===== src/rtl/uart_pkg.sv =====
// Shared types for the FIFO-fed UART transmitter: run-time parity selection and
// the transmit FSM state encoding.
package uart_pkg;

    typedef enum logic [1:0] {
        PAR_NONE = 2'd0,
        PAR_EVEN = 2'd1,
        PAR_ODD  = 2'd2,
        PAR_RSVD = 2'd3
    } parity_mode_t;

    typedef enum logic [2:0] {
        IDLE,
        START,
        DATA,
        PARITY,
        STOP
    } tx_state_t;

    // The reserved encoding behaves exactly like "no parity".
    function automatic logic parity_enabled(input parity_mode_t mode);
        return (mode == PAR_EVEN) || (mode == PAR_ODD);
    endfunction

endpackage


===== src/rtl/uart_tx_fifo.sv =====
// Synchronous FIFO feeding the transmitter. Full/empty are judged on the
// pre-edge count, so a write while full is dropped and a pop while empty is ignored.
module uart_tx_fifo #(
    parameter int WIDTH = 8,
    parameter int DEPTH = 4
) (
    input  logic                     clock,
    input  logic                     reset,
    input  logic                     write,
    input  logic                     pop,
    input  logic [WIDTH-1:0]         data_in,
    output logic [WIDTH-1:0]         data_out,
    output logic                     full,
    output logic                     empty,
    output logic [$clog2(DEPTH):0]   count
);

    localparam int AW = $clog2(DEPTH);
    localparam int CW = AW + 1;

    logic [WIDTH-1:0] mem [DEPTH];
    logic [AW-1:0]    wr_ptr;
    logic [AW-1:0]    rd_ptr;
    logic             do_write;
    logic             do_pop;

    assign full     = (count == CW'(DEPTH));
    assign empty    = (count == '0);
    assign do_write = write && !full;
    assign do_pop   = pop && !empty;
    assign data_out = mem[rd_ptr];

    always_ff @(posedge clock or negedge reset) begin
        if (!reset) begin
            wr_ptr <= '0;
            rd_ptr <= '0;
            count  <= '0;
        end else begin
            if (do_write) wr_ptr <= wr_ptr + AW'(1);
            if (do_pop)   rd_ptr <= rd_ptr + AW'(1);
            count <= count + CW'(do_write) - CW'(do_pop);
        end
    end

    // Storage carries no reset; entries are only read after being written.
    always_ff @(posedge clock) begin
        if (do_write) mem[wr_ptr] <= data_in;
    end

endmodule


===== src/rtl/uart_tx_fifo_param.sv =====
// FIFO-fed UART transmitter: queued words go out back-to-back on tx, with
// run-time parity and stop-bit selection latched at each frame start.
module uart_tx_fifo_param
    import uart_pkg::*;
#(
    parameter int DATA_BITS  = 8,
    parameter int FIFO_DEPTH = 4,
    parameter int TICK_DIV   = 326,
    parameter int OVERSAMPLE = 16
) (
    input  logic                          clock,
    input  logic                          reset,
    input  logic [DATA_BITS-1:0]          data_in,
    input  logic                          tx_start,
    input  logic [1:0]                    parity_mode,
    input  logic                          two_stop,
    output logic                          tx,
    output logic                          tx_busy,
    output logic                          tx_done,
    output logic                          fifo_full,
    output logic                          fifo_empty,
    output logic [$clog2(FIFO_DEPTH):0]   fifo_count,
    output logic                          overflow
);

    localparam int TW = (TICK_DIV > 1) ? $clog2(TICK_DIV) : 1;
    localparam int OW = (OVERSAMPLE > 1) ? $clog2(OVERSAMPLE) : 1;

    tx_state_t            state, state_next;
    parity_mode_t         mode_q, mode_next;
    logic                 two_stop_q, stop2_next;
    logic                 parity_q, parity_next;
    logic [DATA_BITS-1:0] shift, shift_next;
    logic [3:0]           bit_idx, bit_next;
    logic [TW-1:0]        tick_cnt, tick_next;
    logic [OW-1:0]        os_cnt, os_next;
    logic                 tx_next, busy_next, done_next;
    logic                 load;
    logic                 bit_end;
    logic [DATA_BITS-1:0] fifo_data;

    // tx_start is a strobe with no ready: fifo_full is the producer's only
    // backpressure, and a strobe while full is lost and flagged in overflow.
    uart_tx_fifo #(
        .WIDTH (DATA_BITS),
        .DEPTH (FIFO_DEPTH)
    ) u_fifo (
        .clock    (clock),
        .reset    (reset),
        .write    (tx_start),
        .pop      (load),
        .data_in  (data_in),
        .data_out (fifo_data),
        .full     (fifo_full),
        .empty    (fifo_empty),
        .count    (fifo_count)
    );

    assign bit_end = (tick_cnt == TW'(TICK_DIV - 1)) && (os_cnt == OW'(OVERSAMPLE - 1));

    always_ff @(posedge clock or negedge reset) begin
        if (!reset) begin
            state      <= IDLE;
            tx         <= 1'b1;
            tx_busy    <= 1'b0;
            tx_done    <= 1'b0;
            shift      <= '0;
            bit_idx    <= '0;
            tick_cnt   <= '0;
            os_cnt     <= '0;
            mode_q     <= PAR_NONE;
            two_stop_q <= 1'b0;
            parity_q   <= 1'b0;
            overflow   <= 1'b0;
        end else begin
            state      <= state_next;
            tx         <= tx_next;
            tx_busy    <= busy_next;
            tx_done    <= done_next;
            shift      <= shift_next;
            bit_idx    <= bit_next;
            tick_cnt   <= tick_next;
            os_cnt     <= os_next;
            mode_q     <= mode_next;
            two_stop_q <= stop2_next;
            parity_q   <= parity_next;
            overflow   <= overflow | (tx_start & fifo_full);
        end
    end

    always_comb begin
        state_next  = state;
        tx_next     = tx;
        busy_next   = tx_busy;
        done_next   = 1'b0;
        shift_next  = shift;
        bit_next    = bit_idx;
        mode_next   = mode_q;
        stop2_next  = two_stop_q;
        parity_next = parity_q;
        tick_next   = tick_cnt;
        os_next     = os_cnt;
        load        = 1'b0;

        case (state)
            IDLE: begin
                load = !fifo_empty;
            end
            START: begin
                if (bit_end) begin
                    state_next = DATA;
                    tx_next    = shift[0];
                    bit_next   = '0;
                end
            end
            DATA: begin
                if (bit_end) begin
                    if (bit_idx == 4'(DATA_BITS - 1)) begin
                        if (parity_enabled(mode_q)) begin
                            state_next = PARITY;
                            tx_next    = parity_q;
                        end else begin
                            state_next = STOP;
                            tx_next    = 1'b1;
                            bit_next   = '0;
                        end
                    end else begin
                        shift_next = shift >> 1;
                        tx_next    = shift[1];
                        bit_next   = bit_idx + 4'd1;
                    end
                end
            end
            PARITY: begin
                if (bit_end) begin
                    state_next = STOP;
                    tx_next    = 1'b1;
                    bit_next   = '0;
                end
            end
            STOP: begin
                // bit_idx counts stop bits already sent in this state.
                if (bit_end) begin
                    if (two_stop_q && bit_idx == 4'd0) begin
                        bit_next = 4'd1;
                    end else begin
                        done_next = 1'b1;
                        if (!fifo_empty) begin
                            load = 1'b1;
                        end else begin
                            state_next = IDLE;
                            busy_next  = 1'b0;
                        end
                    end
                end
            end
            default: begin
                state_next = IDLE;
            end
        endcase

        // Frame start: configuration and parity are captured here only.
        if (load) begin
            state_next  = START;
            tx_next     = 1'b0;
            busy_next   = 1'b1;
            shift_next  = fifo_data;
            bit_next    = '0;
            mode_next   = parity_mode_t'(parity_mode);
            stop2_next  = two_stop;
            parity_next = (^fifo_data) ^ (parity_mode == 2'd2);
        end

        if (load || state == IDLE || bit_end) begin
            tick_next = '0;
            os_next   = '0;
        end else if (tick_cnt == TW'(TICK_DIV - 1)) begin
            tick_next = '0;
            os_next   = os_cnt + OW'(1);
        end else begin
            tick_next = tick_cnt + TW'(1);
        end
    end

endmodule


===== config.mk =====
export PLATFORM = sky130hd
export DESIGN_NAME = uart_tx_fifo_param
export DESIGN_NICKNAME = d
export VERILOG_FILES = /design/src/rtl/uart_pkg.sv /design/src/rtl/uart_tx_fifo.sv /design/src/rtl/uart_tx_fifo_param.sv
export SDC_FILE = /design/constraint.sdc
export NUM_CORES = 1
export LEC_CHECK = 0
export CAP_MARGIN = 20
export CORE_MARGIN = 1.5
export CORE_UTILIZATION = 35
export CTS_BUF_LIST = sky130_fd_sc_hd__clkbuf_16
export DETAILED_ROUTE_END_ITERATION = 12
export PLACE_DENSITY_LB_ADDON = 0.15
export SETUP_SLACK_MARGIN = 0.05
export SYNTH_ARGS = -nofsm -noshare
export SYNTH_HDL_FRONTEND = slang
export SYNTH_SLANG_ARGS = --single-unit

===== constraint.sdc =====
create_clock -name clock -period 4.6 [get_ports clock]
set_input_delay 0.46 -clock clock [delete_from_list [all_inputs] [get_ports clock]]
set_output_delay 0.46 -clock clock [all_outputs]
set_load 0.01 [all_outputs]

==> After elaboration in Yosys (flattened, before gate mapping) <==
Memories as Yosys holds them, arrays and structs flattened.
Cells that the tools add are included.
{ "word_totals": {"output_inout_bits": 9, "word_cells": 123, "n_memories": 1, "input_bits": 14, "ram_bits": 32, "ff_bits": 43} }
{ "memory_table": {"columns": ["name", "words", "word_bits", "rd", "rd_ports_with_merged_regs", "wr", "line_no", "source"], "rows": [
  ["u_fifo.mem", 4, 8, 1, 0, 1, "uart_tx_fifo.sv:21", "logic [WIDTH-1:0] mem [DEPTH];"]
]} }
{ "op_classes": {"addsub": 7, "muxes": 47, "n_eq_ne": 24, "n_bitwise": 3, "n_reduce_logical": 26} }
{ "op_table": {"columns": ["op", "count"], "rows": [
  ["4-bit 2-to-1 mux", 9],
  ["8-bit 2-to-1 mux", 4],
  ["3-bit 2-to-1 mux", 9],
  ["3-bit by 2-bit != test with 1-bit output, second input constant", 8],
  ["1-bit 2-to-1 mux", 19],
  ["9-bit 2-to-1 mux", 2],
  ["3-bit case mux with 5 select lines", 1],
  ["4-bit case mux with 3 select lines", 1],
  ["2-bit nonzero test", 5],
  ["9-bit by 1-bit adder with 9-bit output, second input constant", 1],
  ["9-bit equality test, second input constant", 1],
  ["4-bit by 1-bit adder with 4-bit output, second input constant", 2],
  ["4-bit AND reduction", 2],
  ["8-bit AND reduction", 1],
  ["4-bit nonzero test", 2],
  ["8-bit XOR reduction", 1],
  ["3-bit by 2-bit equality test with 1-bit output, second input constant", 2],
  ["3-bit equality test, second input constant", 2],
  ["3-bit zero test", 2],
  ["2-bit by 1-bit != test with 1-bit output, second input constant", 3],
  ["6-bit AND reduction", 1],
  ["2-bit by 1-bit adder with 2-bit output, second input constant", 2],
  ["2-bit equality test, second input constant", 2],
  ["4-bit by 3-bit equality test with 1-bit output, second input constant", 1],
  ["other kinds (18)", 24]
]} }

==> Logic depth before layout (Yosys ltp) <==
Gate-level depths: netlist (run 1).
{ "logic_depth": {"depth_word": 8, "mapped_depth": 12, "depth_no_buf": 10} }

==> Cells and area by module <==
A second synthesis (run 1) with hierarchy kept.
{ "hier_totals": {"hier_cells": 292, "area_unflattened_um2": 3587.2} }
{ "by_module_without_submodules": {"columns": ["module", "cells_each", "seq_area_each_um2", "area_each_um2", "n_inst"], "rows": [
  ["uart_tx_fifo_param", 209, 902.1, 1964.4, 1],
  ["uart_tx_fifo", 83, 1136.1, 1622.8, 1]
]} }

==> Least setup slack after synthesis (run 1) <==
No wires, ideal clock.
{ "synth_timing": {"kind": "register to register", "start": "register tick_cnt[1]", "end": "register u_fifo.count[2]", "synth_period_minus_slack_ns": 2.569, "setup_time_ns": 0.123, "t_arrival_ns": 2.446, "path_stages_with_launch": 13, "slack_ns": 2.031, "path_buffers": 2, "required_ns": 4.477, "cell_sequence": "dfrtp_1 > inv_1 > ha_1 > and4bb_2 > nand4_4 > a211oi_4 > buf_6 > buf_6 > ha_1 > inv_1 > ha_1 > fa_1 > xnor2_1"} }
{ "synth_between": {"elab_chain_cells": 6} }
{ "synth_lines": {"columns": ["element", "line_no", "source"], "rows": [
  ["from (decl)", "uart_tx_fifo_param.sv:35", "logic [TW-1:0] tick_cnt, tick_next;"],
  ["from (signal assigned)", "uart_tx_fifo_param.sv:82", "tick_cnt <= tick_next;"],
  ["9-bit equality test", "uart_tx_fifo_param.sv:59", "assign bit_end = (tick_cnt == TW'(TICK_DIV - 1)) && (os_cnt == OW'(OVERSAMPLE - 1));"],
  ["1-bit logical AND", "uart_tx_fifo_param.sv:59", null],
  ["1-bit 2-to-1 mux", "uart_tx_fifo_param.sv:143", "if (bit_end) begin"],
  ["1-bit case mux with 2 select lines", "uart_tx_fifo_param.sv:105", "case (state)"],
  ["1-bit logical AND", "uart_tx_fifo.sv:30", "assign do_pop = pop && !empty;"],
  ["via u_fifo.do_pop", "uart_tx_fifo.sv:25", "logic do_pop;"],
  ["3-bit by 1-bit subtractor with 3-bit output", "uart_tx_fifo.sv:41", "count <= count + CW'(do_write) - CW'(do_pop);"],
  ["to (signal assigned)", "uart_tx_fifo.sv:41", null],
  ["to (decl)", "uart_tx_fifo.sv:15", "output logic [$clog2(DEPTH):0] count"]
]} }
The timed path passes the listed nets, and every way through them passes these cells.
A chain may end at the register's enable or synchronous reset.

==> Worst setup path after layout (run 1) <==
{ "layout_timing": {"start": "register tick_cnt[1]", "end": "register u_fifo.count[1]"} }
{ "layout_between": {"elab_chain_cells": 6} }
{ "layout_lines": {"columns": ["element", "line_no"], "rows": [
  ["9-bit equality test", "uart_tx_fifo_param.sv:59"],
  ["1-bit logical AND", "uart_tx_fifo_param.sv:59"],
  ["1-bit 2-to-1 mux", "uart_tx_fifo_param.sv:143"],
  ["1-bit case mux with 2 select lines", "uart_tx_fifo_param.sv:105"],
  ["1-bit logical AND", "uart_tx_fifo.sv:30"],
  ["3-bit by 1-bit subtractor with 3-bit output", "uart_tx_fifo.sv:41"]
]} }
Every way passes these cells.

==> metrics, run 1 <==
outcome finished, final reports clean; Die X 104 um; layout cell share with drive strength beyond 1 0.155; Rows 36; CP most frequent cell ha_1; largest net degree at the start of global routing 44; required time worst endpoint 4.81 ns; Post-DP HPWL 4400 um; Layout Cells excl Fill 436; Ys Warns 0; vias in the first global route 2193; gr usage total 0.134; Post-CTS Setup Inserts 0; Root Buffer clkbuf_16; Worst-Skew Late Latency 0.34 ns; RSZ-0062 raised after global routing false; Inst Count DP 419; Peak VDD IR 0.202 mV; CTS Hold Bufs 0; die area 0.0109 mm^2; Cell Chain, Critical Path inv_1, ha_1, and4bb_2, nand4_4, a211oi_4, ha_1, inv_1, ha_1, fa_1; FF+latch count, synth 75; Mapped Area 0.00359 mm^2; Critical Path End Type flop; CP Max Fanout 12; gp weighted congestion 0.776; CP bufs+invs 2; Setup TNS 0 ns; Leak 1.68 nW; Max Cap Viol 0; initial antenna violation count 0; Sink Count 75; CTS tree done; average size of a mapped cell 13.3 um^2; drt total wl 6520 um; Setup Viol. Count Final 0; total grt overflow 0; Slew @ Worst Pin 0.622 ns; slowest stage cell, crit path a211oi_4; Rel. slew slack 0.584; DRC 0; Slew Limit Fails 0; Via density 4.88; n_diodes 0; fmax 358 MHz; Crit Path Category reg -> reg; Post-synth ARST share 0.573; Post-synth EDFFs 32; critical path's largest stage delay 0.61 ns; CTS H-tree depth 3; hold crit path type in -> async; remaining antenna violation count after routing 0; total number of vias 2129; initial core utilization 0.364; crit start category flop; clk slew on worst S/H paths 0.07 ns; skew final 0.00586 ns; Longest Clk Path Bufs 2; first-pass GRT wire length 11300 um; P&R area growth vs syn 19.0%; ys flop type dfrtp_1; Wirelength per Cell 15.0 um; initial drt markers 67; Syn Nets 297; Power Dens Cells 440 mW/mm^2; post-CTS sizing 0; num ports 23; total CTS buffers 9; DRT Pass-1 Iters 4; Seq/Total Area, Yosys 0.568; core area 0.00986 mm^2; filler instances 911; period utilisation layout 0.607; die extent in y 104 um; delay-heaviest family, CP adder cells; Distinct cells, synth 49; PortBufs 22; post-synthesis instance total 271; crit path DAT 3.01 ns; fin nets 324; post-route minimum period 2.79 ns; final count of hold timing violations 0
==> state kept, by name, indices dropped and copies added (netlist names) <==
name,flops
u_fifo.count,3
tx,1
u_fifo.rd_ptr,2
os_cnt,4
mode_q,2
bit_idx,4
parity_q,1
tick_cnt,9
u_fifo.mem,32
tx_busy,1
shift,8
u_fifo.wr_ptr,2
state,3
overflow,1
two_stop_q,1
tx_done,1
==> per-stage QoR <==
step	worst slack, ns	util	total power [mW]	instance area, um^2	hold WS [ns]
4_1_cts	1.79	0.430	1.91	4250	0.323
2_1_floorplan	2.03	-	1.02	3590	0.164
3_3_place_gp	1.88	0.398	1.15	3930	0.441
5_1_grt	1.62	0.433	1.97	4270	0.141
3_5_place_dp	1.82	0.398	1.15	3930	0.447
6_report	1.81	0.433	1.88	4270	0.105
==> synth_stat cells (3+ instances only) <==
library cell	count	share of area
nand3_1	14	0.020
o21ai_0	8	0.011
and2_1	5	0.0087
nor2_1	16	0.017
nor2b_1	3	0.0052
and3_1	4	0.0070
inv_1	15	0.016
clkbuf_1	4	0.0042
mux4_2	5	0.031
xor2_1	10	0.024
dfrtp_1	42	0.29
edfxtp_1	32	0.27
a21oi_1	14	0.020
xnor2_1	10	0.024
nand2_1	15	0.016
or3_1	5	0.0087
buf_6	3	0.0094
mux2i_1	3	0.0084
mux4_1	3	0.022
ha_1	11	0.038
mux2_2	15	0.047
==> placed cells by master, fill, tap and decap left out, types with 3 or more instances in the layout <==
cell,instances
dfrtp_1,42
edfxtp_1,32
clkdlybuf4s50_1,21
nor2_1,16
inv_1,15
nand2_1,15
mux2_2,15
nand3_1,14
a21oi_1,14
ha_1,11
xor2_1,10
xnor2_1,10
clkbuf_16,9
o21ai_0,8
or3_1,5
and2_1,5
mux4_2,5
and3_1,4
nor2b_1,3
mux4_1,3
mux2i_1,3
==> power breakdown <==
part	total, mW	leakage (nW)	internal, mW	switching (mW)
Combinational	0.302	0.703	0.149	0.153
Sequential	0.829	0.822	0.791	0.0378
Clock	0.748	0.157	0.436	0.312
==> cells by family after synthesis <==
logic type,share of synthesized area
flip-flops,0.568
AND/OR/NAND/NOR,0.113
AO/OA/AOI/OAI,0.0700
multiplexers,0.115
buffers and inverters,0.0307
XOR/XNOR,0.0596
adder cells (fa/ha/maj),0.0439
==> metal layers <==
layer	vias to the layer above	part of all wire	GRT usage
met2	30	0.47	0.206
met1	1050	0.48	0.178
met4	0	0.013	0.0486
met5	-	0	0
met3	9	0.033	0.0420
li1	1040	-	-
==> cell type report <==
class / instances / area [um^2] / area share
Clock buffer: 9 / 225 / 0.0527
Clock inverter: 7 / 95.1 / 0.0222
Tap cell: 133 / 166 / 0.0389
Sequential cell: 75 / 2040 / 0.477
Timing Repair Buffer: 24 / 250 / 0.0585
Inverter: 15 / 56.3 / 0.0132
Multi-Input combinational cell: 173 / 1440 / 0.338
==> final timing paths <==
path	from	to	slack, ns	cells after the start
worst max register to register	tick_cnt[1]	u_fifo.count[1]	1.81	9
worst min-delay path	reset	tick_cnt[7]	0.11	1
worst max-delay path	tick_cnt[1]	u_fifo.count[1]	1.81	9
worst min register to register	overflow	overflow	0.46	1
max in group asynchronous	reset	u_fifo.wr_ptr[0]	3.99	2
min in group clock	overflow	overflow	0.46	1
(Power assumes the default switching activity.)
==> run 2: changes to the inputs <==
- clock period: 4.6 -> 2.69 ns (I/O delays scaled with it)
==> run 2 against run 1 <==
  * Sequential power is 71% higher
  * Sequential share of layout area shrank 0.28 points
  * Clock-buffer cell count unchanged
  * Utilization grew 0.25 points
==> metrics, run 2 (same netlist as run 1, synthesis figures left out) <==
outcome finished, final reports clean; n_diodes 0 (unchanged); Post-CTS Setup Inserts 0 (unchanged); Sw Ratio 0.264 (-0.00386); delay-heaviest family, CP multiplexers; DRT Pass-1 Iters 4 (unchanged); met1 Use GR 0.183 (+0.00561); P&R area growth vs syn 19.7%; largest net degree at the start of global routing 44 (unchanged); skew final 0.00787 ns (+0.00201 ns); Top Registers u_fifo.mem x32, tick_cnt x9, shift x8; critical path's largest stage delay 0.42 ns (-0.19 ns); CP most frequent cell mux2_2; Crit Path Category reg -> reg; die extent in y 104 um (unchanged); first-pass GRT wire length 11300 um (unchanged); layout cell share with drive strength beyond 1 0.168 (+0.0132); period utilisation layout 0.891 (+0.284); GR Util met2 0.210 (+0.00376); clk slew on worst S/H paths 0.06 ns (about the same); CTS H-tree depth 3 (unchanged); CP Max Fanout 17 (+5); Largest Register u_fifo.mem; initial antenna violation count 0 (unchanged); Power Dens Cells 740 mW/mm^2 (+68%); Slew Limit Fails 0 (unchanged); fmax 417 MHz (+17%); Post-DP HPWL 4610 um (+4.7%); PortBufs 22 (unchanged); total CTS buffers 9 (unchanged); core area 0.00986 mm^2 (unchanged); initial core utilization 0.364 (unchanged); CP bufs+invs 2 (unchanged); Rows 36 (unchanged); combinational share of power 0.164 (+0.003); DRC 0 (unchanged); crit start category flop; gp weighted congestion 0.794 (+2.3%); final count of hold timing violations 0 (unchanged); RSZ-0062 raised after global routing false; num ports 23 (unchanged); Root Buffer clkbuf_16; most common cell after layout, fill and taps aside dfrtp_1; Psw 838 uW (+67%); die area 0.0109 mm^2 (unchanged); Setup TNS 0 ns (unchanged); commonest non-fill, non-tap cells in the layout dfrtp_1 (42), edfxtp_1 (32), clkdlybuf4s50_1 (21); crit path DAT 2.61 ns (-0.40 ns); Critical Path End Type flop; post-route minimum period 2.40 ns (-0.397 ns); gr usage total 0.135 (+0.00103); slowest stage cell, crit path dfrtp_1; overall power 3.18 mW (+69%); met3 Use GR 0.0301 (-0.0119); Wirelength per Cell 15.3 um (+2.3%); Leak 1.69 nW (+0.61%); drt total wl 6770 um (+3.7%); area of the multi-input gates 0.00144 mm^2 (unchanged); filler instances 890 (-2.3%); Rel. slew slack 0.669 (+0.0844); post-CTS sizing 0 (unchanged); cell-internal power 2.34 mW (+70%); max reg flops 32 (unchanged); Max Cap Viol 0 (unchanged); Seq pwr share 0.447 (+0.006); FF+latch area 0.00204 mm^2 (unchanged); grt peak-use layer met2; total number of vias 2154 (+1.2%); post-layout util 0.436 (+0.00254); Peak VDD IR 0.311 mV (+54%); fin nets 330 (+1.9%); hold crit path type in -> async; Longest Clk Path Bufs 2 (unchanged); Die X 104 um (unchanged); clock power share 0.390 (-0.008); CTS Hold Bufs 0 (unchanged); Sink Count 75 (unchanged); vias in the first global route 2127 (-3.0%); Slew @ Worst Pin 0.496 ns (-0.126 ns); required time worst endpoint 2.91 ns (-1.90 ns); CTS tree done; Setup Viol. Count Final 0 (unchanged); total grt overflow 0 (unchanged); Via density 4.87 (-0.20%); remaining antenna violation count after routing 0 (unchanged); Worst-Skew Late Latency 0.33 ns (about the same); Cell Chain, Critical Path inv_1, ha_1, and4bb_2, nand4_4, a211oi_4, buf_4, mux2_2, mux2_2; initial drt markers 90 (+34%)
run 2: changes by cell type in the layout (fill, tap and decap cells not counted), moves of 2 or more:
| cell | previous run | this run |
|---|---|---|
| buf_4 | 1 | 6 |
| inv_6 | 1 | 4 |
| inv_8 | 2 | 0 |
| clkinv_4 | 2 | 0 |
| clkinvlp_4 | 0 | 2 |
run 2: power groups by stage:
stage / clock network [mW] / registers, mW / logic (mW)
after floorplan: 0 / 1.44 / 0.310
after detailed placement: 0 / 1.45 / 0.533
after CTS: 1.27 / 1.43 / 0.536
after global routing: 1.32 / 1.44 / 0.589
final: 1.24 / 1.42 / 0.520
after global placement: 0 / 1.44 / 0.530
run 2: worst paths after layout:
path / from / endpoint / slack [ns] / depth (start not counted)
max: tick_cnt[1] / shift[4] / 0.29 / 8
min: reset / os_cnt[0] / 0.40 / 2
max reg2reg: tick_cnt[1] / shift[4] / 0.29 / 8
min reg2reg: overflow / overflow / 0.46 / 1
max in group asynchronous: reset / u_fifo.count[2] / 1.80 / 3
min in group clock: overflow / overflow / 0.46 / 1
run 2: routing by layer:
| layer | up-vias | wire (um) | part of all wire |
|---|---|---|---|
| met5 | - | 0 | 0 |
| met4 | 0 | 105 | 0.016 |
| met3 | 10 | 168 | 0.025 |
| met2 | 33 | 3140 | 0.46 |
| met1 | 1065 | 3350 | 0.50 |
| li1 | 1046 | - | - |
run 2: cell type report:
type	instances	area share
tap	133	0.0387
multi-input combinational	173	0.336
clock inverter	7	0.0186
clock buffer	9	0.0524
inverter	15	0.0131
timing repair buffer	30	0.0675
sequential	75	0.474
run 2: per-stage QoR:
stage	instances	hold slack (ns)	instance area [um^2]	worst slack, ns
floorplan	271	-0.0266	3590	0.121
global placement	424	0.441	3960	0.339
detailed placement	424	0.447	3960	0.299
CTS	440	0.158	4270	0.281
global route	442	0.442	4300	0.164
finish	442	0.403	4300	0.294
==> run 3: changes to the inputs <==
- CORE_ASPECT_RATIO: not set -> 1.1
- CORE_UTILIZATION: 35 -> 59
==> run 3 against run 2 <==
  * Design area shrank 3.1%
  * Combinational power fell by 2%
  * Power is 1.7% lower
  * Global-route usage grew 8.1 points
  * Critical path depth unchanged
  * Non-clock buffer count is 6 lower
  * Clock power shrank 4%
  * Sequential power barely moved
==> metrics, run 3 (same netlist as run 1, synthesis figures left out) <==
total number of vias 2191 (+1.7%); Post-DP HPWL 4180 um (-9.3%); Peak VDD IR 0.748 mV (+140%); Setup Viol. Count Final 0 (unchanged); initial antenna violation count 0 (unchanged); initial drt markers 124 (+38%); Crit Path Category reg -> reg; filler instances 408 (-54%); Largest Register u_fifo.mem; Top Registers u_fifo.mem x32, tick_cnt x9, shift x8; initial core utilization 0.619 (+0.255); CTS H-tree depth 3 (unchanged); CP Max Fanout 22 (+5); first-pass GRT wire length 10700 um (-5.4%); Rows 29 (-19%); Leak 1.66 nW (-2.1%); DRC 0 (unchanged); layout cell share with drive strength beyond 1 0.152 (-0.0165); crit start category flop; Slew @ Worst Pin 0.958 ns (+0.462 ns); worst hold slack 0.0761 ns (-0.327 ns); remaining antenna violation count after routing 0 (unchanged); vias in the first global route 2262 (+6.3%); post-layout util 0.717 (+0.281); n_diodes 0 (unchanged); critical path's largest stage delay 0.41 ns (about the same); num ports 23 (unchanged); Cell Chain, Critical Path inv_1, ha_1, and4bb_2, nand4_4, a211oi_4, buf_4, mux2_2, mux2_2; Power Dens Cells 751 mW/mm^2 (+1.5%); slowest stage cell, crit path dfrtp_1; commonest non-fill, non-tap cells in the layout dfrtp_1 (42), edfxtp_1 (32), clkdlybuf4s50_1 (21); clk slew on worst S/H paths 0.06 ns (about the same); DRT Pass-1 Iters 4 (unchanged); PortBufs 22 (unchanged); total grt overflow 0 (unchanged); final count of hold timing violations 0 (unchanged); Die X 77.4 um (-26%); largest net degree at the start of global routing 44 (unchanged); Critical Path End Type flop; die area 0.00656 mm^2 (-40%); Inst Count DP 364 (-14%); CTS Hold Bufs 0 (unchanged); Rel. slew slack 0.361 (-0.307); most common cell after layout, fill and taps aside dfrtp_1; Wirelength per Cell 16.1 um (+5.4%); fin nets 324 (-1.8%); Post-CTS Setup Inserts 0 (unchanged); skew final 0.00350 ns (-0.00437 ns); gr usage total 0.216 (+0.0808); CP most frequent cell mux2_2; RSZ-0062 raised after global routing false; core area 0.00581 mm^2 (-41%); crit path DAT 2.67 ns (+0.06 ns); Layout Cells excl Fill 380 (-14%); period utilisation layout 0.913 (+0.0226); post-route minimum period 2.46 ns (+0.0608 ns); die extent in y 84.8 um (-19%); Root Buffer clkbuf_16; Setup TNS 0 ns (unchanged); Sink Count 75 (unchanged); Via density 5.77 (+18%); fmax 407 MHz (-2.5%); required time worst endpoint 2.91 ns (about the same); P&R area growth vs syn 16.0%; CTS tree done; drt total wl 6130 um (-9.4%); Longest Clk Path Bufs 2 (unchanged); post-CTS sizing 0 (unchanged); gp weighted congestion 0.865 (+9.0%); total CTS buffers 9 (unchanged); Max Cap Viol 0 (unchanged); Worst-Skew Late Latency 0.33 ns (about the same); outcome finished, final reports clean; hold crit path type in -> async; Slew Limit Fails 0 (unchanged); max reg flops 32 (unchanged)
[run 3: cell types whose count changed in the layout (fill, tap and decap cells not counted)]
cell	delta
buf_4	-4
clkinv_1	+1
buf_12	-1
clkinv_4	+1
dlygate4sd3_1	-1
inv_6	-2
[run 3: final timing paths]
kind	startpoint	endpoint	slack, ns	cells past startpoint
worst min register to register	shift[4]	shift[4]	0.50	1
worst max-delay path	tick_cnt[1]	shift[1]	0.23	8
max in group asynchronous	reset	u_fifo.rd_ptr[1]	2.00	1
worst max register to register	tick_cnt[1]	shift[1]	0.23	8
min in group clock	shift[4]	shift[4]	0.50	1
worst min-delay path	reset	tick_cnt[6]	0.08	1
[run 3: layout make-up]
type	instances	area [um^2]	share of cell area
flip-flops and latches	75	2040	0.489
multi-input cells	173	1440	0.346
repair buffers	24	230	0.0553
clock buffers	9	225	0.0541
well taps	77	96.3	0.0231
clock inverters	7	75.1	0.0180
inverters	15	56.3	0.0135
[run 3: power breakdown]
part / total, mW / internal (mW) / leakage, nW / switching [mW]
sequential: 1.43 / 1.35 / 0.822 / 0.0705
combinational: 0.510 / 0.255 / 0.694 / 0.256
clock: 1.19 / 0.722 / 0.140 / 0.469
total: 3.13 / 2.33 / 1.66 / 0.795
[run 3: per-stage QoR]
step | power [mW] | setup WS, ns | area (um^2)
2_1_floorplan | 1.75 | 0.121 | 3590
3_3_place_gp | 1.94 | 0.289 | 3860
3_5_place_dp | 1.96 | 0.238 | 3860
4_1_cts | 3.16 | 0.221 | 4160
5_1_grt | 3.26 | 0.0966 | 4160
6_report | 3.13 | 0.233 | 4160
[run 3: metal layers]
| layer | track usage | part of all wire |
|---|---|---|
| met5 | 0 | 0 |
| met4 | 0.119 | 0.024 |
| met3 | 0.0333 | 0.033 |
| met2 | 0.363 | 0.51 |
| met1 | 0.269 | 0.43 |
[run 3: worst max-delay path, delay by kind of cell (launching register included)]
kind,cells,cell delay [ns]
mux,2,0.63
fa+ha+maj,1,0.13
compound gates,1,0.29
flops,1,0.41
buf+inv,2,0.40
simple gates,2,0.47
